### src/rtl/load_store_unit_if.sv
// Bus bundle between the datapath, the load/store unit and data_memory.
// The master modport is the load/store unit: it takes requests from the
// datapath and drives the memory pins. The slave modport is the
// surrounding environment, which is the datapath plus the memory.
interface load_store_unit_if;
  // Request from the datapath
  logic        req_valid;
  logic        req_ready;
  logic        req_write;
  logic [1:0]  req_size;
  logic        req_unsigned;
  logic [31:0] req_addr;
  logic [31:0] req_wdata;
  // Response to the datapath
  logic        resp_valid;
  logic        resp_error;
  logic [31:0] resp_rdata;
  // Memory pins
  logic [31:0] mem_address;
  logic        mem_read;
  logic        mem_write;
  logic [31:0] mem_write_data;
  logic [31:0] mem_out;

  modport master (
    input  req_valid, req_write, req_size, req_unsigned, req_addr, req_wdata,
    output req_ready,
    output resp_valid, resp_error, resp_rdata,
    output mem_address, mem_read, mem_write, mem_write_data,
    input  mem_out
  );

  modport slave (
    output req_valid, req_write, req_size, req_unsigned, req_addr, req_wdata,
    input  req_ready,
    input  resp_valid, resp_error, resp_rdata,
    input  mem_address, mem_read, mem_write, mem_write_data,
    output mem_out
  );
endinterface

### src/rtl/load_store_unit.sv
// Load/store unit for the big-endian, word-write-only data_memory.
// It handles one request at a time. Loads of a byte or a halfword pick
// the addressed lane out of the word and extend it. Stores of a byte or
// a halfword read the word, merge in the new lanes, then write the word
// back. Misaligned, out-of-range and illegal-size requests are answered
// with an error, and no memory access is made for them.
module load_store_unit #(
  parameter int unsigned MEM_BYTES = 1024
) (
  input  logic               clk,
  input  logic               reset,
  load_store_unit_if.master  bus
);

  typedef enum logic [1:0] {
    S_IDLE  = 2'd0,
    S_READ  = 2'd1,
    S_WRITE = 2'd2,
    S_RESP  = 2'd3
  } state_t;

  localparam logic [1:0] SZ_BYTE = 2'd0;
  localparam logic [1:0] SZ_HALF = 2'd1;
  localparam logic [1:0] SZ_WORD = 2'd2;

  // Selects the addressed byte or half from a big-endian word and extends it.
  function automatic logic [31:0] load_extract(
    input logic [31:0] word,
    input logic [1:0]  size,
    input logic [1:0]  off,
    input logic        uns
  );
    logic [7:0]  b;
    logic [15:0] h;
    logic [31:0] r;
    b = 8'h00;
    h = 16'h0000;
    case (off)
      2'd0:    b = word[31:24];
      2'd1:    b = word[23:16];
      2'd2:    b = word[15:8];
      2'd3:    b = word[7:0];
      default: b = 8'h00;
    endcase
    if (off[1] == 1'b0) begin
      h = word[31:16];
    end else begin
      h = word[15:0];
    end
    case (size)
      SZ_BYTE: r = uns ? {24'h000000, b} : {{24{b[7]}}, b};
      SZ_HALF: r = uns ? {16'h0000, h} : {{16{h[15]}}, h};
      default: r = word;
    endcase
    return r;
  endfunction

  // Replaces only the addressed lanes of the word with right-justified store data.
  function automatic logic [31:0] store_merge(
    input logic [31:0] word,
    input logic [31:0] wdata,
    input logic [1:0]  size,
    input logic [1:0]  off
  );
    logic [31:0] r;
    case (size)
      SZ_BYTE: begin
        case (off)
          2'd0:    r = {wdata[7:0], word[23:0]};
          2'd1:    r = {word[31:24], wdata[7:0], word[15:0]};
          2'd2:    r = {word[31:16], wdata[7:0], word[7:0]};
          2'd3:    r = {word[31:8], wdata[7:0]};
          default: r = word;
        endcase
      end
      SZ_HALF: begin
        if (off[1] == 1'b0) begin
          r = {wdata[15:0], word[15:0]};
        end else begin
          r = {word[31:16], wdata[15:0]};
        end
      end
      default: r = wdata;
    endcase
    return r;
  endfunction

  state_t      state_q, state_d;
  logic        write_q, write_d;
  logic [1:0]  size_q, size_d;
  logic        uns_q, uns_d;
  logic [1:0]  off_q, off_d;
  logic [31:0] wdata_q, wdata_d;
  logic [31:0] mem_addr_q, mem_addr_d;
  logic [31:0] mem_wdata_q, mem_wdata_d;
  logic        resp_valid_q, resp_valid_d;
  logic        resp_error_q, resp_error_d;
  logic [31:0] resp_rdata_q, resp_rdata_d;

  logic [32:0] size_bytes;
  logic [32:0] access_end;
  logic        req_bad;

  // Decides whether the incoming request must be refused with an error.
  always_comb begin
    size_bytes = 33'd0;
    case (bus.req_size)
      SZ_BYTE: size_bytes = 33'd1;
      SZ_HALF: size_bytes = 33'd2;
      SZ_WORD: size_bytes = 33'd4;
      default: size_bytes = 33'd0;
    endcase
    // Sum is one bit wider than the address so it cannot wrap.
    access_end = {1'b0, bus.req_addr} + size_bytes;
    req_bad = 1'b0;
    if (bus.req_size == 2'd3) begin
      req_bad = 1'b1;
    end else if ((bus.req_size == SZ_HALF) && (bus.req_addr[0] != 1'b0)) begin
      req_bad = 1'b1;
    end else if ((bus.req_size == SZ_WORD) && (bus.req_addr[1:0] != 2'b00)) begin
      req_bad = 1'b1;
    end else if (access_end > 33'(MEM_BYTES)) begin
      req_bad = 1'b1;
    end else begin
      req_bad = 1'b0;
    end
  end

  // Computes the next state, the latched request and the response.
  always_comb begin
    state_d      = state_q;
    write_d      = write_q;
    size_d       = size_q;
    uns_d        = uns_q;
    off_d        = off_q;
    wdata_d      = wdata_q;
    mem_addr_d   = mem_addr_q;
    mem_wdata_d  = mem_wdata_q;
    resp_valid_d = 1'b0;
    resp_error_d = 1'b0;
    resp_rdata_d = resp_rdata_q;
    case (state_q)
      S_IDLE: begin
        if (bus.req_valid) begin
          write_d = bus.req_write;
          size_d  = bus.req_size;
          uns_d   = bus.req_unsigned;
          off_d   = bus.req_addr[1:0];
          wdata_d = bus.req_wdata;
          if (req_bad) begin
            // Memory pins are left untouched for refused requests.
            state_d      = S_RESP;
            resp_valid_d = 1'b1;
            resp_error_d = 1'b1;
            resp_rdata_d = 32'h0000_0000;
          end else begin
            mem_addr_d = {bus.req_addr[31:2], 2'b00};
            if (bus.req_write && (bus.req_size == SZ_WORD)) begin
              mem_wdata_d = bus.req_wdata;
              state_d     = S_WRITE;
            end else begin
              state_d = S_READ;
            end
          end
        end else begin
          state_d = S_IDLE;
        end
      end
      S_READ: begin
        if (write_q) begin
          mem_wdata_d = store_merge(bus.mem_out, wdata_q, size_q, off_q);
          state_d     = S_WRITE;
        end else begin
          resp_rdata_d = load_extract(bus.mem_out, size_q, off_q, uns_q);
          resp_valid_d = 1'b1;
          state_d      = S_RESP;
        end
      end
      S_WRITE: begin
        resp_rdata_d = 32'h0000_0000;
        resp_valid_d = 1'b1;
        state_d      = S_RESP;
      end
      S_RESP: begin
        state_d = S_IDLE;
      end
      default: begin
        state_d = S_IDLE;
      end
    endcase
  end

  // State and datapath registers with synchronous reset.
  always_ff @(posedge clk) begin
    if (reset) begin
      state_q      <= S_IDLE;
      write_q      <= 1'b0;
      size_q       <= 2'd0;
      uns_q        <= 1'b0;
      off_q        <= 2'd0;
      wdata_q      <= 32'h0000_0000;
      mem_addr_q   <= 32'h0000_0000;
      mem_wdata_q  <= 32'h0000_0000;
      resp_valid_q <= 1'b0;
      resp_error_q <= 1'b0;
      resp_rdata_q <= 32'h0000_0000;
    end else begin
      state_q      <= state_d;
      write_q      <= write_d;
      size_q       <= size_d;
      uns_q        <= uns_d;
      off_q        <= off_d;
      wdata_q      <= wdata_d;
      mem_addr_q   <= mem_addr_d;
      mem_wdata_q  <= mem_wdata_d;
      resp_valid_q <= resp_valid_d;
      resp_error_q <= resp_error_d;
      resp_rdata_q <= resp_rdata_d;
    end
  end

  assign bus.req_ready      = (state_q == S_IDLE);
  assign bus.resp_valid     = resp_valid_q;
  assign bus.resp_error     = resp_error_q;
  assign bus.resp_rdata     = resp_rdata_q;
  assign bus.mem_address    = mem_addr_q;
  assign bus.mem_read       = (state_q == S_READ);
  // Reset gates the write strobe at once, so a reset that arrives during
  // WRITE cannot commit a half-finished read-modify-write.
  assign bus.mem_write      = (state_q == S_WRITE) && !reset;
  assign bus.mem_write_data = mem_wdata_q;

endmodule
### src/flat_wrapper.sv
// flat-port wrapper written by rule: the top's interface ports become plain ports
module load_store_unit_flat 
#(
  parameter int unsigned MEM_BYTES = 1024
)
  (clk, reset, bus_req_valid, bus_req_write, bus_req_size, bus_req_unsigned, bus_req_addr, bus_req_wdata, bus_req_ready, bus_resp_valid, bus_resp_error, bus_resp_rdata, bus_mem_address, bus_mem_read, bus_mem_write, bus_mem_write_data, bus_mem_out);
  load_store_unit_if bus_i ();
  input  logic clk;
  input  logic reset;
  input wire logic [$bits(bus_i.req_valid)-1:0] bus_req_valid;
  input wire logic [$bits(bus_i.req_write)-1:0] bus_req_write;
  input wire logic [$bits(bus_i.req_size)-1:0] bus_req_size;
  input wire logic [$bits(bus_i.req_unsigned)-1:0] bus_req_unsigned;
  input wire logic [$bits(bus_i.req_addr)-1:0] bus_req_addr;
  input wire logic [$bits(bus_i.req_wdata)-1:0] bus_req_wdata;
  output wire logic [$bits(bus_i.req_ready)-1:0] bus_req_ready;
  output wire logic [$bits(bus_i.resp_valid)-1:0] bus_resp_valid;
  output wire logic [$bits(bus_i.resp_error)-1:0] bus_resp_error;
  output wire logic [$bits(bus_i.resp_rdata)-1:0] bus_resp_rdata;
  output wire logic [$bits(bus_i.mem_address)-1:0] bus_mem_address;
  output wire logic [$bits(bus_i.mem_read)-1:0] bus_mem_read;
  output wire logic [$bits(bus_i.mem_write)-1:0] bus_mem_write;
  output wire logic [$bits(bus_i.mem_write_data)-1:0] bus_mem_write_data;
  input wire logic [$bits(bus_i.mem_out)-1:0] bus_mem_out;
  assign bus_i.req_valid = bus_req_valid;
  assign bus_i.req_write = bus_req_write;
  assign bus_i.req_size = bus_req_size;
  assign bus_i.req_unsigned = bus_req_unsigned;
  assign bus_i.req_addr = bus_req_addr;
  assign bus_i.req_wdata = bus_req_wdata;
  assign bus_req_ready = bus_i.req_ready;
  assign bus_resp_valid = bus_i.resp_valid;
  assign bus_resp_error = bus_i.resp_error;
  assign bus_resp_rdata = bus_i.resp_rdata;
  assign bus_mem_address = bus_i.mem_address;
  assign bus_mem_read = bus_i.mem_read;
  assign bus_mem_write = bus_i.mem_write;
  assign bus_mem_write_data = bus_i.mem_write_data;
  assign bus_i.mem_out = bus_mem_out;
  load_store_unit #(.MEM_BYTES(MEM_BYTES)) u_core (.clk(clk), .reset(reset), .bus(bus_i));
endmodule
### config.mk
export PLATFORM = sky130hd
export DESIGN_NAME = load_store_unit_flat
export DESIGN_NICKNAME = d
export VERILOG_FILES = /design/src/rtl/load_store_unit_if.sv /design/src/rtl/load_store_unit.sv /design/src/flat_wrapper.sv
export SDC_FILE = /design/constraint.sdc
export NUM_CORES = 1
export LEC_CHECK = 0
export CAP_MARGIN = 20
export CORE_MARGIN = 8
export CORE_UTILIZATION = 45
export DETAILED_ROUTE_END_ITERATION = 8
export GPL_ROUTABILITY_DRIVEN = 0
export PLACE_DENSITY_LB_ADDON = 0.3
export SLEW_MARGIN = 25
export SYNTH_ARGS = -nofsm -noshare
export SYNTH_HDL_FRONTEND = slang
export SYNTH_SLANG_ARGS = --single-unit
### constraint.sdc
create_clock -name clk -period 10 [get_ports clk]
set_input_delay 2 -clock clk [delete_from_list [all_inputs] [get_ports clk]]
set_output_delay 2 -clock clk [all_outputs]
set_load 0.01 [all_outputs]
* Word-level counts from Yosys, hierarchy flattened *
Cells that the tools add are included.

word-level totals
  bits in registers = 136
  input port bits = 103
  word-level logic and storage cells = 79

operators by class
  add/subtract/negate cells = 1
  magnitude comparators = 1
  eq/ne operators = 16
  mux-type cells = 31
  bitwise logic cells = 2
  reductions and logical operators = 17

operator list
  operator              count
  $mux 32               10
  $pmux 32 s2           3
  $pmux 32 s4           1
  $pmux 32 s3           1
  $add 32x3->33         1
  $gt 33x11->1 const B  1
  $pmux 8 s4            1
  $mux 16               1
  $eq 2x2->1 const B    6
  $pmux 3 s3            1
  $eq 2x1->1 const B    4
  $logic_not 2->1       4
  $mux 1                8
  $pmux 2 s4            1
  $mux 2                3
  $ne 2x1->1 const B    3
  $ne 2x2->1 const B    3
  $reduce_and 5->1      1
  $logic_and 1x1->1     4
  $reduce_and 4->1      1
  $reduce_bool 2->1     2
  $pmux 1 s3            1
  $reduce_and 3->1      1
  $reduce_bool 3->1     1
  other kinds (4)       5

* Longest topological paths before layout *
Gate-level depths: netlist of run 1.

  depth in word-level cells = 11
  mapped depth = 13
  mapped depth without buffers = 11

* Worst setup path after synthesis of run 1 *
No wires, ideal clock.

  kind = input -> register
  from = input bus_req_size[0]
  to = register u_core.resp_rdata_q[14], in the netlist u_core.bus.resp_rdata[14]
  setup time = 0.124 ns
  arrival time = 5.053 ns
  data required time = 9.876 ns
  slack = 4.824 ns
  cell stages on the path = 13
  path buffers = 2
  cell sequence = nor2_1 -> ha_1 -> fa_1 -> a21oi_2 -> nor4_1 -> xnor2_1 -> o211ai_1 -> or4_1 -> or4_4 -> o221a_1 -> buf_6 -> buf_6 -> mux2i_1

on the way
  longest elaborated chain between the ends = 10

ends and longest elaborated chain
  element                                line                                            RTL
  start, declared                        flat_wrapper.sv:12                              input wire logic [$bits(bus_i.req_size)-1:0] bus_req_size;
  $eq 2x2->1 (tied with other cells)     load_store_unit.sv:107, load_store_unit.sv:120
  $pmux 3 s3                             load_store_unit.sv:107                          case (bus.req_size)
  $add 32x3->33                          load_store_unit.sv:114                          access_end = {1'b0, bus.req_addr} + size_bytes;
  $gt 33x11->1                           load_store_unit.sv:122                          end else if (access_end > 33'(MEM_BYTES)) begin
  $mux 1                                 load_store_unit.sv:122
  $mux 1                                 load_store_unit.sv:120                          end else if ((bus.req_size == SZ_WORD) && (bus.req_addr[1:0] != 2'b00)) begin
  $mux 1                                 load_store_unit.sv:118                          end else if ((bus.req_size == SZ_HALF) && (bus.req_addr[0] != 1'b0)) begin
  $mux 1 (*)                             load_store_unit.sv:116                          if (bus.req_size == 2'd3) begin
  $ne 2x1->1 (no source line) (*)        n/a
  $reduce_and 4->1 (no source line) (*)  n/a
  end signal, assigned                   load_store_unit.sv:218                          resp_rdata_q <= resp_rdata_d;
  end, declared                          load_store_unit.sv:98                           logic [31:0] resp_rdata_q, resp_rdata_d;

Mark *: on every way between the ends. The rest lies on a longest branch, timed or not.
A chain may end at the register's enable or synchronous reset.

* Final worst setup path of run 1 *
  from = input bus_req_size[1]
  to = register u_core.resp_rdata_q[1], in the netlist u_core.bus.resp_rdata[1]

The elaborated chain is that of the path after synthesis.

==> impl_summary.log, run 1 <==
[metrics] most used standard cell by instance count after synthesis: sky130_fd_sc_hd__nand2_1
[metrics] post-cts sizing count: 0
[metrics] # clock sinks: between 100 and 150
[metrics] Hold Fails Final Rpt: 0
[metrics] number of core rows: between 40 and 50
[metrics] number of global-route vias before repair: 7,196
[metrics] CTS tree: yes
[metrics] Final nets: 1,219
[metrics] cell family with most CP delay: simple AND/OR/NAND/NOR gates
[metrics] slew at the pin closest to its max-slew limit: roughly 1.0 ns
[metrics] element type at the critical path end: register
[metrics] worst path required time: approximately 10 ns
[metrics] Worst-Skew Late Latency: approximately 0.42 ns
[metrics] Post-synth top cells: sky130_fd_sc_hd__nand2_1 (209), sky130_fd_sc_hd__dfxtp_1 (136), sky130_fd_sc_hd__mux2i_1 (87), sky130_fd_sc_hd__a21oi_1 (74), sky130_fd_sc_hd__o21ai_0 (63)
[metrics] synthesized instance count: roughly 940
[metrics] combinational group share of total power: 0.278
[metrics] per-cell routed wire length: 18.6 um
[metrics] vias after detailed routing: approximately 7,700
[metrics] First-pass DRT Iterations: 7
[metrics] Post CTS Setup Buffer Count: 0
[metrics] number of antenna violations at the first check in global routing: 1
[metrics] share of flip-flops with an asynchronous set or reset after synthesis: 0
[metrics] pin count of the biggest net entering global routing: just over 80
[metrics] slew margin rel.: 0.314
[metrics] hpwl dp: roughly 18,000 um
[metrics] Yosys reg bits: about 140
[metrics] Ports: between 200 and 250
[metrics] internal cell power: 0.00113 W
[metrics] number of remaining DRC errors: 0
[metrics] longest individual stage delay on the worst path: approximately 0.71 ns
[metrics] antenna fix cells: 0
[metrics] Initial Utilization: 0.455
[metrics] final sum of negative setup slack: 0 ns
[metrics] GRT Overall Usage: 0.234
[metrics] most frequently used flop master after synthesis: sky130_fd_sc_hd__dfxtp_1
[metrics] number of distinct library cells after synthesis: 61
[metrics] startpoint type of the worst setup path: input pin
[metrics] CTS clock-pin slew for the worst setup and hold paths: about 0.060 ns
[metrics] total of hold buffers inserted after clock tree synthesis: 0
[metrics] Sw Share: 0.316
[metrics] number of enable flip-flop cells after synthesis: 0
[metrics] maximum root-to-sink buffer count: 2
[metrics] switching power: 0.000523 W
[metrics] top-area cell type share of the netlist area: 0.365
[metrics] per-instance average area after synthesis: just under 8 sq um
[metrics] clock group share of total power: 0.344
[metrics] static leakage power: around 3.9 nW
[metrics] sequential share of power: 0.378
[metrics] Chip Height: around 140 um
[metrics] largest driver fanout on the critical path: 32
[metrics] cell type of the slowest stage on the worst timing path: sky130_fd_sc_hd__nor4_1
[metrics] status: finished, final reports clean
[metrics] category of the most critical setup path: in2reg
[metrics] die area: 0.0210 sq mm
[metrics] PortBufs: 201
[metrics] Max Cap Violations: 0
[metrics] H-tree Lvls: 4
[metrics] Synth Cell Area: between 0.007 and 0.008 sq mm
[metrics] minimum period implied by the final worst setup slack: approximately 5.8 ns
[metrics] cell accounting for the most synthesized area: sky130_fd_sc_hd__dfxtp_1
[metrics] initial DRC count: 920
[metrics] worst voltage drop across the vdd grid: ~0.00011 V
[metrics] synthesis-to-layout area growth: 35.1%
[metrics] arrival time of the worst setup path: just over 6 ns
[metrics] number of clock buffers inserted by TritonCTS: 17
[metrics] number of setup violations in the final report: 0
[metrics] PD cells: 164 mW/mm^2
[metrics] CTS Root Buffer Type: sky130_fd_sc_hd__clkbuf_16
[metrics] fraction of the yosys area taken by sequential cells: 0.365
[metrics] ordered cell list for the critical path: clkdlybuf4s50_1 -> nor2b_1 -> ha_1 -> a21oi_2 -> nor4_1 -> xnor2_1 -> o211ai_1 -> or4_1 -> or4_4 -> o221a_4 -> mux2i_1
[metrics] total of warnings raised by yosys: 0
[metrics] width of the die: roughly 140 um
[metrics] worst hold-check path type: reg2reg
[metrics] least setup slack across all paths after layout: 4.18 ns
[metrics] worst clock skew: about 0.0078 ns
[metrics] Fmax: between 0.15 and 0.2 GHz
[metrics] standard cell core area: 0.0164 sq mm
[metrics] total length of routed wires: 24,900 um
[metrics] Final Cycle Share: 0.582
[metrics] dominant cells by area after synthesis: sky130_fd_sc_hd__dfxtp_1 (36%), sky130_fd_sc_hd__mux2i_1 (12%), sky130_fd_sc_hd__nand2_1 (11%)
[metrics] buffers plus inverters on the worst setup path: 1
[metrics] total design power: about 0.0017 W
[metrics] first-pass GRT wire length: approximately 38,000 um
[metrics] share of post-route cells with drive strength above 1: 0.0678
[metrics] via density per instance: between 5 and 6
[metrics] worst setup slack before clock tree synthesis: around 3.6 ns
[metrics] final count of pins violating max slew: 0
[metrics] remaining antenna violation count after routing: 0
[metrics] RSZ-0062 raised after global routing: no
[metrics] sum of overflow across all layers after global routing: 0
-- through the flow --
stage	hold slack [ns]	cell area, sq um	util	cells
6_report	0.454	10100	0.615	1341
4_1_cts	0.457	10100	0.614	1341
2_1_floorplan	0.436	7470	-	944
3_5_place_dp	0.446	9540	0.581	1309
3_3_place_gp	0.441	9540	0.581	1309
5_1_grt	0.471	10100	0.615	1341
-- worst reg2reg max path, stage by stage (launching register included) --
cell and delay (ns):
sky130_fd_sc_hd__dfxtp_1 0.31, sky130_fd_sc_hd__inv_1 0.60, sky130_fd_sc_hd__nand2_1 0.47, sky130_fd_sc_hd__nor3_1 0.63, sky130_fd_sc_hd__a22oi_1 0.22, sky130_fd_sc_hd__o2111ai_1 0.17, sky130_fd_sc_hd__o211ai_1 0.13, sky130_fd_sc_hd__mux2i_1 0.15
-- sequential cells by signal (all words and copies together), names as in the netlist --
signal                     cells
u_core.state_q                 2
u_core.bus.mem_write_data     32
u_core.bus.resp_rdata         32
u_core.bus.resp_error          1
u_core.off_q                   2
u_core.bus.resp_valid          1
u_core.bus.mem_address        30
u_core.uns_q                   1
u_core.wdata_q                32
u_core.write_q                 1
u_core.size_q                  2
-- cell families after synthesis --
family	synth area share
xor gates and xnor gates	0.00821
adders and majority gates	0.0144
muxes	0.159
AOI/OAI and AO/OA	0.194
DFF	0.365
other	0.000502
buffers and inverters	0.0473
and+or+nand+nor	0.212
-- power groups by stage --
stage          logic (W)  registers [W]  clock network, W
6_report        0.000460       0.000626          0.000570
5_1_grt         0.000498       0.000632          0.000605
4_1_cts         0.000458       0.000625          0.000580
3_5_place_dp    0.000455       0.000636                 0
3_3_place_gp    0.000452       0.000635                 0
2_1_floorplan   0.000265       0.000641                 0
-- worst paths after layout --
check / slack (ns) / to / cells after the start / from
worst max register to register: 7.24 / u_core.bus.mem_write_data[27]$_SDFFE_PP0P_ / 7 / u_core.size_q[1]$_SDFFE_PP0P_
worst max-delay path: 4.18 / u_core.bus.resp_rdata[1]$_SDFFE_PP0P_ / 11 / bus_req_size[1]
worst min register to register: 0.45 / u_core.wdata_q[31]$_SDFFE_PP0P_ / 2 / u_core.wdata_q[31]$_SDFFE_PP0P_
worst min-delay path: 0.45 / u_core.wdata_q[31]$_SDFFE_PP0P_ / 2 / u_core.wdata_q[31]$_SDFFE_PP0P_
-- cells in the final DEF, fill, tap and decap left out, types with 17 or more instances in the layout --
cell and n:
sky130_fd_sc_hd__dfxtp_1 136, sky130_fd_sc_hd__a21oi_1 73, sky130_fd_sc_hd__mux2i_1 87, sky130_fd_sc_hd__o21ai_0 63
sky130_fd_sc_hd__clkdlybuf4s50_1 200, sky130_fd_sc_hd__nor2_1 48, sky130_fd_sc_hd__and2_1 26, sky130_fd_sc_hd__nand3_1 21
sky130_fd_sc_hd__inv_1 17, sky130_fd_sc_hd__clkbuf_16 17, sky130_fd_sc_hd__mux2_2 22, sky130_fd_sc_hd__nand2_1 209
sky130_fd_sc_hd__o211ai_1 22
-- layer usage --
metal	up-vias	GRT usage	wire length, um
li1	3663	-	-
met1	3561	0.304	10400
met2	402	0.359	11100
met3	37	0.0741	2910
met4	2	0.0800	489
met5	-	0	9
-- area by class of cell --
type / instances / area, sq um
timing repair buffer: 210 / 2070
clock inverter: 11 / 73.8
fill: 1447 / 6320
clock buffer: 21 / 460
sequential: 136 / 2720
tap: 220 / 275
multi-input combinational: 725 / 4410
inverter: 18 / 67.6
No activity file was read; power rests on OpenSTA's default activity.
==> inputs of run 2 (changes only) <==
==> constraint.sdc (replaced) <==
create_clock -name clk -period 5.6 [get_ports clk]
set_input_delay 1.12 -clock clk [delete_from_list [all_inputs] [get_ports clk]]
set_output_delay 1.12 -clock clk [all_outputs]
set_load 0.01 [all_outputs]
==> impl_summary.log, run 2 (synthesis gave the netlist of run 1 again) <==
[metrics] worst setup slack before clock tree synthesis: 0.0687 ns (-3.57 ns)
[metrics] GRT Overall Usage: 0.232 (-0.00255)
[metrics] Final nets: 1,221 (+0.16%)
[metrics] number of stages on the worst hold path: 2 (unchanged)
[metrics] number of core rows: 47 (unchanged)
[metrics] # clock sinks: 136 (unchanged)
[metrics] worst clock skew: 0.00836 ns (+0.000610 ns)
[metrics] PortBufs: 201 (unchanged)
[metrics] longest individual stage delay on the worst path: 0.71 ns (about the same)
[metrics] Final Cycle Share: 0.888
[metrics] static leakage power: 3.91 nW (+0.44%)
[metrics] First-pass DRT Iterations: 6 (-1)
[metrics] final count of pins violating max slew: 0 (unchanged)
[metrics] placement-stage cell area: 0.00955 sq mm (+0.16%)
[metrics] antenna fix cells: 0 (unchanged)
[metrics] CTS tree: yes
[metrics] Layout Utilization: 0.619 (+0.00442)
[metrics] total design power: 0.00306 W (+85%)
[metrics] remaining antenna violation count after routing: 0 (unchanged)
[metrics] standard cell core area: 0.0164 sq mm (unchanged)
[metrics] arrival time of the worst setup path: 5.31 ns (-0.79 ns)
[metrics] number of antenna violations at the first check in global routing: 0 (-1)
[metrics] slew margin rel.: 0.332 (+0.0178)
[metrics] Initial Utilization: 0.455 (unchanged)
[metrics] CTS Root Buffer Type: sky130_fd_sc_hd__clkbuf_16
[metrics] sequential cell area: 0.00272 sq mm (unchanged)
[metrics] Hold Path End: u_core.wdata_q[31]$_SDFFE_PP0P_
[metrics] leading cell type in the layout, fill and taps excluded: sky130_fd_sc_hd__nand2_1
[metrics] worst voltage drop across the vdd grid: 0.000266 V (+130%)
[metrics] Worst-Skew Late Latency: 0.43 ns (about the same)
[metrics] minimum period implied by the final worst setup slack: a little under 5 ns
[metrics] post-cts sizing count: 0 (unchanged)
[metrics] share of post-route cells with drive strength above 1: 0.0695 (+0.00172)
[metrics] hpwl dp: 17,900 um (-0.89%)
[metrics] width of the die: 145 um (unchanged)
[metrics] per-cell routed wire length: 18.4 um (-1.0%)
[metrics] highest-count cells in the layout ignoring fill and taps: sky130_fd_sc_hd__nand2_1 (209), sky130_fd_sc_hd__clkdlybuf4s50_1 (200), sky130_fd_sc_hd__dfxtp_1 (136)
[metrics] Fmax: slightly above 0.2 GHz
[metrics] largest driver fanout on the critical path: 32 (unchanged)
[metrics] number of remaining DRC errors: 0 (unchanged)
[metrics] category of the most critical setup path: in2reg
[metrics] least setup slack across all paths after layout: 0.625 ns (-3.56 ns)
[metrics] worst min-delay path startpoint: u_core.wdata_q[31]$_SDFFE_PP0P_
[metrics] element type at the critical path end: register
[metrics] total of hold buffers inserted after clock tree synthesis: 0 (unchanged)
[metrics] number of setup violations in the final report: 0 (unchanged)
[metrics] status: finished, final reports clean
[metrics] Post CTS Setup Buffer Count: 0 (unchanged)
[metrics] pin count of the biggest net entering global routing: 81 (-1.2%)
[metrics] CTS clock-pin slew for the worst setup and hold paths: 0.06 ns (about the same)
[metrics] total area of multi-input combinational cells: 0.00441 sq mm (unchanged)
[metrics] die area: 0.0210 sq mm (unchanged)
[metrics] startpoint type of the worst setup path: input pin
[metrics] synthesis-to-layout area growth: 36.0%
[metrics] fill cell count: 1,462 (+1.0%)
[metrics] vias after detailed routing: 7,612 (-0.69%)
[metrics] beginning of the worst register-to-register path: u_core.state_q[1]$_SDFF_PP0_
[metrics] sum of overflow across all layers after global routing: 0 (unchanged)
[metrics] PD cells: 301 mW/mm^2 (+83%)
[metrics] Ports: 204 (unchanged)
[metrics] register-to-register setup slack: 2.77 ns (-4.47 ns)
[metrics] total length of routed wires: 24,700 um (-0.92%)
[metrics] H-tree Lvls: 4 (unchanged)
[metrics] ordered cell list for the critical path: clkdlybuf4s50_1 -> nor2b_1 -> fa_1 -> a21oi_2 -> nor4_1 -> xnor2_1 -> o211ai_1 -> or4_1 -> or4_4 -> o221a_4 -> mux2i_1
[metrics] FF-to-FF End: u_core.bus.mem_write_data[3]$_SDFFE_PP0P_
[metrics] Max Cap Violations: 0 (unchanged)
[metrics] final sum of negative setup slack: 0 ns (unchanged)
[metrics] worst path required time: 5.94 ns (-4.34 ns)
[metrics] number of clock buffers inserted by TritonCTS: 17 (unchanged)
[metrics] RSZ-0062 raised after global routing: no
[metrics] post-route standard cell area excluding fillers: 0.0102 sq mm (+0.72%)
[metrics] first-pass GRT wire length: 38,000 um (-1.1%)
[metrics] Hold Fails Final Rpt: 0 (unchanged)
[metrics] via density per instance: 5.67 (-0.77%)
[metrics] number of cells traversed by the worst register-to-register path: 9 (+2)
[metrics] cell type of the slowest stage on the worst timing path: sky130_fd_sc_hd__nor4_1
[metrics] Chip Height: 145 um (unchanged)
[metrics] maximum root-to-sink buffer count: 2 (unchanged)
[metrics] number of global-route vias before repair: 7,160 (-0.50%)
[metrics] slew at the pin closest to its max-slew limit: 0.995 ns (-0.0320 ns)
[metrics] initial DRC count: 788 (-14%)
[metrics] worst hold-check path type: reg2reg
==> run 2: layer usage <==
metal | vias to the layer above | GRT usage | part of all wire
li1 | 3666 | - | -
met1 | 3520 | 0.299 | 0.42
met2 | 380 | 0.345 | 0.43
met3 | 46 | 0.0853 | 0.12
met4 | 0 | 0.0865 | 0.027
met5 | - | 0 | 0
==> run 2: worst max path at each step <==
stage	from	endpoint	slack, ns
finish	bus_req_size[0]	u_core.bus.resp_rdata[29]$_SDFFE_PP0P_	0.63
detailed placement	bus_req_size[0]	u_core.bus.resp_rdata[13]$_SDFFE_PP0P_	0.07
CTS	bus_req_size[0]	u_core.bus.resp_rdata[29]$_SDFFE_PP0P_	0.48
global placement	bus_req_size[0]	u_core.bus.resp_rdata[2]$_SDFFE_PP0P_	0.25
global route	bus_req_size[0]	u_core.bus.resp_rdata[29]$_SDFFE_PP0P_	0.34
floorplan	bus_req_size[0]	u_core.bus.resp_rdata[14]$_SDFFE_PP0P_	1.30
==> run 2: final cells by class <==
| type | instances | share of cell area |
|---|---|---|
| flip-flops and latches | 136 | 0.268 |
| inverters | 18 | 0.00665 |
| clock inverters | 10 | 0.0120 |
| clock buffers | 21 | 0.0463 |
| multi-input cells | 725 | 0.434 |
| repair buffers | 212 | 0.206 |
| well taps | 220 | 0.0271 |
==> run 2: metrics by stage <==
step | std cells | hold slack, ns
3_3_place_gp | 1311 | 0.441
2_1_floorplan | 944 | 0.436
5_1_grt | 1342 | 0.468
4_1_cts | 1342 | 0.455
3_5_place_dp | 1311 | 0.443
6_report | 1342 | 0.453
==> run 2: critical path: cells and delay by family <==
family | cells | cell delay (ns)
adder cells (fa/ha/maj) | 1 | 0.28
AO/OA/AOI/OAI | 3 | 0.71
AND/OR/NAND/NOR | 4 | 2.13
buffers and inverters | 1 | 0.56
XOR/XNOR | 1 | 0.20
multiplexers | 1 | 0.28
==> run 2: where the power goes <==
group | switching [W] | internal (W)
clock network | 0.000430 | 0.000689
registers | 0.0000590 | 0.00105
logic | 0.000444 | 0.000381
